<file path="config.mk">
export PLATFORM = sky130hd
export DESIGN_NAME = uart_receiver
export DESIGN_NICKNAME = d
export VERILOG_FILES = /design/src/rtl/uart_pkg.sv /design/src/rtl/uart_rx_sync.sv /design/src/rtl/uart_receiver.sv
export SDC_FILE = /design/constraint.sdc
export NUM_CORES = 1
export LEC_CHECK = 0
export BUFFER_PORTS_ARGS = -buffer_cell sky130_fd_sc_hd__buf_2
export CORE_MARGIN = 2
export CORE_UTILIZATION = 32
export DETAILED_ROUTE_END_ITERATION = 12
export MAX_ROUTING_LAYER = met4
export SYNTH_ARGS = -nofsm -noshare
export SYNTH_HDL_FRONTEND = slang
export SYNTH_SLANG_ARGS = --single-unit
</file>
<file path="constraint.sdc">
create_clock -name clk -period 2 [get_ports clk]
set_input_delay 0.2 -clock clk [delete_from_list [all_inputs] [get_ports clk]]
set_output_delay 0.2 -clock clk [all_outputs]
set_load 0.05 [all_outputs]
</file>
<file path="src/rtl/uart_pkg.sv">
// Shared UART definitions: receiver state encoding, default frame geometry and the
// odd-parity helper that the transmitter also uses.
package uart_pkg;

    typedef enum logic [2:0] {
        IDLE,
        START,
        DATA,
        PARITY,
        STOP
    } rx_state_t;

    localparam int DEFAULT_DATA_BITS  = 7;
    localparam int DEFAULT_OVERSAMPLE = 16;

    // Zero-extending a narrower word into the argument leaves the XOR reduction unchanged.
    function automatic logic odd_parity(input logic [31:0] data);
        return ~^data;
    endfunction

endpackage

</file>
<file path="src/rtl/uart_rx_sync.sv">
// Two-flop synchroniser for the asynchronous serial line; resets to the idle (high) level.
module uart_rx_sync (
    input  logic clk,
    input  logic reset,
    input  logic d_i,
    output logic q_o
);

    logic meta_q;

    always_ff @(posedge clk) begin
        if (reset) begin
            meta_q <= 1'b1;
            q_o    <= 1'b1;
        end else begin
            meta_q <= d_i;
            q_o    <= meta_q;
        end
    end

endmodule

</file>
<file path="src/rtl/uart_receiver.sv">
// UART receive path: start, DATA_BITS LSB-first, odd parity, stop, oversampled on rx_en.
// Define UART_RX_MAJORITY_EN to vote each bit 2-of-3 over the ticks around mid-bit.
module uart_receiver
    import uart_pkg::*;
#(
    parameter int OVERSAMPLE = DEFAULT_OVERSAMPLE,
    parameter int DATA_BITS  = DEFAULT_DATA_BITS
) (
    input  logic                 clk,
    input  logic                 reset,
    input  logic                 rx,
    input  logic                 rx_en,
    output logic [DATA_BITS-1:0] data_out,
    output logic                 valid,
    output logic                 parity_err,
    output logic                 frame_err,
    output logic                 busy
);

    localparam int TW  = $clog2(OVERSAMPLE);
    localparam int BW  = (DATA_BITS > 1) ? $clog2(DATA_BITS) : 1;
    localparam int MID = OVERSAMPLE / 2;
`ifdef UART_RX_MAJORITY_EN
    localparam int VOTE_DELAY = 1;
`else
    localparam int VOTE_DELAY = 0;
`endif
    // Once the start decision clears the counter, every later decision lands one bit period on.
    localparam logic [TW-1:0] START_DECIDE = TW'(MID - 1 + VOTE_DELAY);
    localparam logic [TW-1:0] BIT_DECIDE   = TW'(OVERSAMPLE - 1);
    localparam logic [BW-1:0] LAST_BIT     = BW'(DATA_BITS - 1);

    rx_state_t              state_q;
    logic [TW-1:0]          tickCnt_q;
    logic [BW-1:0]          bitCnt_q;
    logic                   armed_q;
    logic [DATA_BITS-1:0]   shreg_q;
    logic                   parity_q;

    logic                   rxS;
    logic [TW-1:0]          decideTick;
    logic                   decideNow;
    logic                   bitVal;

    uart_rx_sync u_sync (
        .clk   (clk),
        .reset (reset),
        .d_i   (rx),
        .q_o   (rxS)
    );

    assign decideTick = (state_q == START) ? START_DECIDE : BIT_DECIDE;
    assign decideNow  = (tickCnt_q == decideTick);

`ifdef UART_RX_MAJORITY_EN
    logic vote1_q;
    logic vote2_q;

    always_ff @(posedge clk) begin
        if (reset) begin
            vote1_q <= 1'b1;
            vote2_q <= 1'b1;
        end else if (rx_en) begin
            if (tickCnt_q == decideTick - TW'(2)) begin
                vote1_q <= rxS;
            end
            if (tickCnt_q == decideTick - TW'(1)) begin
                vote2_q <= rxS;
            end
        end
    end

    assign bitVal = (vote1_q & vote2_q) | (vote1_q & rxS) | (vote2_q & rxS);
`else
    assign bitVal = rxS;
`endif

    always_ff @(posedge clk) begin
        if (reset) begin
            state_q    <= IDLE;
            tickCnt_q  <= '0;
            bitCnt_q   <= '0;
            armed_q    <= 1'b0;
            shreg_q    <= '0;
            parity_q   <= 1'b0;
            data_out   <= '0;
            valid      <= 1'b0;
            parity_err <= 1'b0;
            frame_err  <= 1'b0;
            busy       <= 1'b0;
        end else begin
            valid <= 1'b0;
            if (rx_en) begin
                unique case (state_q)
                    IDLE: begin
                        if (rxS) begin
                            armed_q <= 1'b1;
                        end else if (armed_q) begin
                            state_q   <= START;
                            tickCnt_q <= '0;
                            busy      <= 1'b1;
                        end
                    end
                    START: begin
                        if (decideNow) begin
                            tickCnt_q <= '0;
                            if (bitVal) begin
                                armed_q <= 1'b0;
                                busy    <= 1'b0;
                                state_q <= IDLE;
                            end else begin
                                bitCnt_q <= '0;
                                state_q  <= DATA;
                            end
                        end else begin
                            tickCnt_q <= tickCnt_q + TW'(1);
                        end
                    end
                    DATA: begin
                        if (decideNow) begin
                            tickCnt_q <= '0;
                            shreg_q   <= {bitVal, shreg_q[DATA_BITS-1:1]};
                            if (bitCnt_q == LAST_BIT) begin
                                state_q <= PARITY;
                            end else begin
                                bitCnt_q <= bitCnt_q + BW'(1);
                            end
                        end else begin
                            tickCnt_q <= tickCnt_q + TW'(1);
                        end
                    end
                    PARITY: begin
                        if (decideNow) begin
                            tickCnt_q <= '0;
                            parity_q  <= bitVal;
                            state_q   <= STOP;
                        end else begin
                            tickCnt_q <= tickCnt_q + TW'(1);
                        end
                    end
                    STOP: begin
                        if (decideNow) begin
                            // A low stop bit leaves us disarmed until the line is seen idle again.
                            tickCnt_q  <= '0;
                            bitCnt_q   <= '0;
                            data_out   <= shreg_q;
                            valid      <= 1'b1;
                            parity_err <= odd_parity(32'({shreg_q, parity_q}));
                            frame_err  <= ~bitVal;
                            busy       <= 1'b0;
                            armed_q    <= bitVal;
                            state_q    <= IDLE;
                        end else begin
                            tickCnt_q <= tickCnt_q + TW'(1);
                        end
                    end
                    default: begin
                        state_q <= IDLE;
                    end
                endcase
            end
        end
    end

endmodule

</file>
After elaboration in Yosys (flattened, before gate mapping)
Index checks and enable logic that the tools add are counted.
- add/subtract/negate cells: 2
- eq/ne operators: 17
- mux-type cells: 29
- bitwise gates (word level): 3
- reduce and logical (&&, ||, !) cells: 15
- operators with widths (kind ; number):
    $mux W3 ; 11
    $reduce_xnor A32 Y1 ; 1
    $ne A2 B2 Y1 const B ; 9
    $mux W4 ; 4
    $pmux W3 S5 ; 1
    $reduce_and A7 Y1 ; 2
    $pmux W3 S3 ; 1
    $reduce_and A3 Y1 ; 3
    $mux W1 ; 8
    $pmux W4 S2 ; 1
    $reduce_and A8 Y1 ; 1
    $eq A3 B2 Y1 const B ; 2
    $eq A3 B3 Y1 const B ; 2
    $pmux W1 S3 ; 2
    $reduce_and A6 Y1 ; 1
    $reduce_bool A3 Y1 ; 2
    $add A4 B1 Y4 const B ; 1
    $eq A4 B4 Y1 ; 1
    $ne A2 B1 Y1 const B ; 2
    $reduce_and A4 Y1 ; 1
    $reduce_or A4 Y1 ; 1
    $add A3 B1 Y3 const B ; 1
    $eq A3 B1 Y1 const B ; 1
    $logic_not A3 Y1 ; 1
    4 further kinds ; 6
- bits in registers: 32
- input port bits: 4
- output and inout bits: 11
- logic and storage cells: 79

Logic depth before layout (Yosys ltp)
- depth in word-level cells: 5
- mapped depth: 6
- gate-level depth less buffers: 6

Hierarchy
Synthesis repeated with hierarchy kept, for this count alone.
- cell total of the unflattened synthesis: 179
- area, all modules: 1585.3 µm²
- by module, submodules not included (module ; instances ; cells each ; area each (µm²) ; seq. area each (µm²)):
    uart_receiver ; 1 ; 175 ; 1532.7 ; 600.6
    uart_rx_sync ; 1 ; 4 ; 52.6 ; 40.0

Worst setup path after synthesis
OpenSTA, ideal clock, no wires.
- kind: flip-flop to flip-flop
- start point: register bitCnt_q[0]
- end point: register bitCnt_q[1]
- data arrival time: 1.605 ns
- data required time: 1.930 ns
- slack: 0.325 ns
- cell stages (with the launch flop): 7
- path buffers: 0
- path through: dfxtp_1 > inv_1 > ha_1 > a21bo_1 > a211o_1 > or4_1 > a21oi_1
- longest elaborated chain between the ends: 4
- ends and longest elaborated chain (element ; RTL line ; text):
    start, declared ; uart_receiver.sv:35 ; logic [BW-1:0] bitCnt_q;
    start signal, assigned ; uart_receiver.sv:126 ; bitCnt_q <= bitCnt_q + BW'(1);
    $add A3 B1 Y3 ; uart_receiver.sv:126 ;
    $mux W3 ; uart_receiver.sv:123 ; if (bitCnt_q == LAST_BIT) begin
    $mux W3 ; uart_receiver.sv:120 ; if (decideNow) begin
    $pmux W3 S3 ; uart_receiver.sv:94 ; unique case (state_q)
Parallel ways exist; a longest one is shown, timed or not. The select of a mux whose other input is x is not followed.
A chain may end at the register's enable or synchronous reset.

Worst setup path in the final report
Ends and elaborated chain as after synthesis.

==> run metrics <==
status=finished, final reports clean; post-DR vias/cell=4.89; DRT Wirelength=3.15 mm; ranking of synthesized cells by area=dfxtp_1 41%, a21oi_1 5.8%, mux2i_1 5.8%, o21ai_0 4.8%, xnor2_1 4.5%; critical path data arrival time=roughly 2 ns; Final period util=89.9%; FF+latch count, synth=32; Max IR drop VDD=0.000295 V; Syn Inst Count=180; kind of critical path=register to register; grt ovf=0; post-CTS setup buffer count=0; total number of vias=1,296; Synth Area in XOR/XNOR=4.49%; max-cap violations=0; YS warnings=0; FILL cells=497; simple-gate share of the synthesized area=21.9%; synthesized area=1560 sq um; CTS tree=yes; Initial Util=between 30% and 40%; full die area=~5400 sq um; Slew HR=around two thirds; mux cell area share after synthesis=roughly 6.5%; final setup margin=0.202 ns; Antenna Nets Post-Route=0; Hold Fails Final Rpt=0; # rows=25; Tot GR Track Use=around an eighth; Synth Area in Compound Gates=around 20%; Setup TNS=0 ns; area share of the largest cell type after synthesis=41.1%; syn nets=187; IO Count=15; Worst setup EP type=register; number of H-tree levels=2; hold_buf cts=0; post-route minimum period=approximately 1.8 ns; Clk pin slew, worst setup/hold paths=0.07 ns; most numerous cell in the Yosys netlist=dfxtp_1; Detail Placement HPWL=2.18 mm; CTS Buf Count=5; Clock Path Buffers=2; 1st-iter DRT viols=65; placer congestion estimate=0.865; share of flip-flops with an asynchronous set or reset=0%; cell area power density=786 nW/um^2; max-slew violations=0; CTS Root Cell=clkbuf_8; Syn Area/Cell=~8.7 sq um; Num Clock Sinks=32; Syn-to-layout area delta=16.7%; Post-Place Worst Slack=around 0.22 ns; endpoints failing setup=0; Synth Flop Type=dfxtp_1; Static Leak=about 0.7 nW; wire per inst=11.9 um; Core Area=4720 sq um; min-delay worst type=primary input to register; area leader, netlist=dfxtp_1; n_diodes=0; nets=about 200; initial antenna violation count=0; Worst-Margin Slew=a little over 0.5 ns; main combinational cell family by area after synthesis=simple AND/OR/NAND/NOR gates; Post-Synth Adder-Cell Area=2.41%; unrepaired setup endpoints after global routing=no; Fmax achieved=0.556 GHz; die height=73.8 um; layout cells sized above 1=18.7%; Yosys cell types=43; Critical Path Start Type=register; vias in the first global route=1,136; I/O Buffers=14; CP Max Fanout=6; Post-CTS Resized=0; drt first pass iters=4; drc violations=0; die width=73.8 um; Crit path required time=~2.2 ns; register area share after synthesis=41.1%; clk_lat worst skew=0.29 ns; Final Skew=0.0102 ns; first-pass GRT wire length=roughly 5.3 mm; Post-synth EDFFs=0; commonest cells in the synthesized netlist=32 x dfxtp_1, 18 x a21oi_1, 16 x nand2_1; largest net degree at the start of global routing=26
==> metrics by stage <==
step	util [%]	cells	area [sq um]	total power [W]	hold slack, ns
finish	38.5	265	1820	0.00143	0.0966
global route	38.5	265	1820	0.00149	0.0873
CTS	38.5	265	1820	0.00145	0.0836
detailed placement	36.2	257	1710	0.000819	0.387
global placement	36.2	257	1710	0.000820	0.385
floorplan	-	180	1560	0.000785	0.273
==> area by class of cell <==
class | count | area, sq um | area share [%]
inverters | 5 | 18.8 | 1.03
clock inverters | 3 | 42.5 | 2.34
flip-flops and latches | 32 | 641 | 35.2
clock buffers | 5 | 68.8 | 3.78
well taps | 67 | 83.8 | 4.61
repair buffers | 19 | 108 | 5.91
multi-input cells | 134 | 857 | 47.1
==> state kept, by name, summed over array words and instances (netlist names) <==
| name | flops |
|---|---|
| u_sync.q_o | 1 |
| bitCnt_q | 3 |
| state_q | 3 |
| shreg_q | 7 |
| busy | 1 |
| armed_q | 1 |
| frame_err | 1 |
| tickCnt_q | 4 |
| parity_q | 1 |
| data_out | 7 |
| parity_err | 1 |
| valid | 1 |
| u_sync.meta_q | 1 |
==> layout by cell type (no fill, tap or decap), types with 3 or more instances in the layout <==
master    synthesis  final
a21oi_1          18     18
buf_2             4     14
buf_4             1      5
clkbuf_8          0      5
dfxtp_1          32     32
ha_1              3      3
inv_1             5      5
mux2i_1           9      9
nand2_1          16     16
nand2b_1          3      3
nand3_1           4      4
nor2_1           12     12
nor3_1            4      4
o21ai_0          15     15
or2_2             3      3
or3_1             6      6
or4_1             4      4
xnor2_1           8      8
==> worst max-delay path: stages, from the launching register on <==
cell	delay, ns
dfxtp_1	0.37
inv_1	0.06
ha_1	0.20
a21bo_1	0.20
a211o_1	0.34
or4_1	0.41
a21oi_1	0.15
==> cell families after synthesis <==
| group | after synthesis |
|---|---|
| compound gates | 49 |
| buf+inv | 14 |
| simple gates | 64 |
| xor+xnor | 8 |
| mux | 10 |
| fa+ha+maj | 3 |
| flops | 32 |
==> where the power goes <==
group	leakage (nW)	total (W)	switching (W)	internal, W
Combinational	0.376	0.000135	0.0000837	0.0000515
Sequential	0.259	0.000669	0.0000201	0.000649
Clock	0.0541	0.000626	0.000258	0.000369
Total	0.689	0.00143	0.000361	0.00107
==> worst paths after layout <==
| path | start | to | slack, ns | cells after the start |
|---|---|---|---|---|
| max | bitCnt_q[0]$_SDFFE_PP0P_ | bitCnt_q[1]$_SDFFE_PP0P_ | 0.20 | 6 |
| min reg2reg | u_sync.meta_q$_SDFF_PP1_ | u_sync.q_o$_SDFF_PP1_ | 0.42 | 1 |
| min | rx | u_sync.meta_q$_SDFF_PP1_ | 0.1 | 2 |
| max reg2reg | bitCnt_q[0]$_SDFFE_PP0P_ | bitCnt_q[1]$_SDFFE_PP0P_ | 0.20 | 6 |
==> per-layer routing <==
metal | track usage [%] | vias up | routed length (um)
met3 | 4.12 | 6 | 107
met4 | 6.46 | 0 | 71
li1 | - | 679 | -
met2 | 19.2 | 24 | 1370
met1 | 16.8 | 587 | 1600
met5 | - | - | 0
No activity file was read; power rests on OpenSTA's default activity.
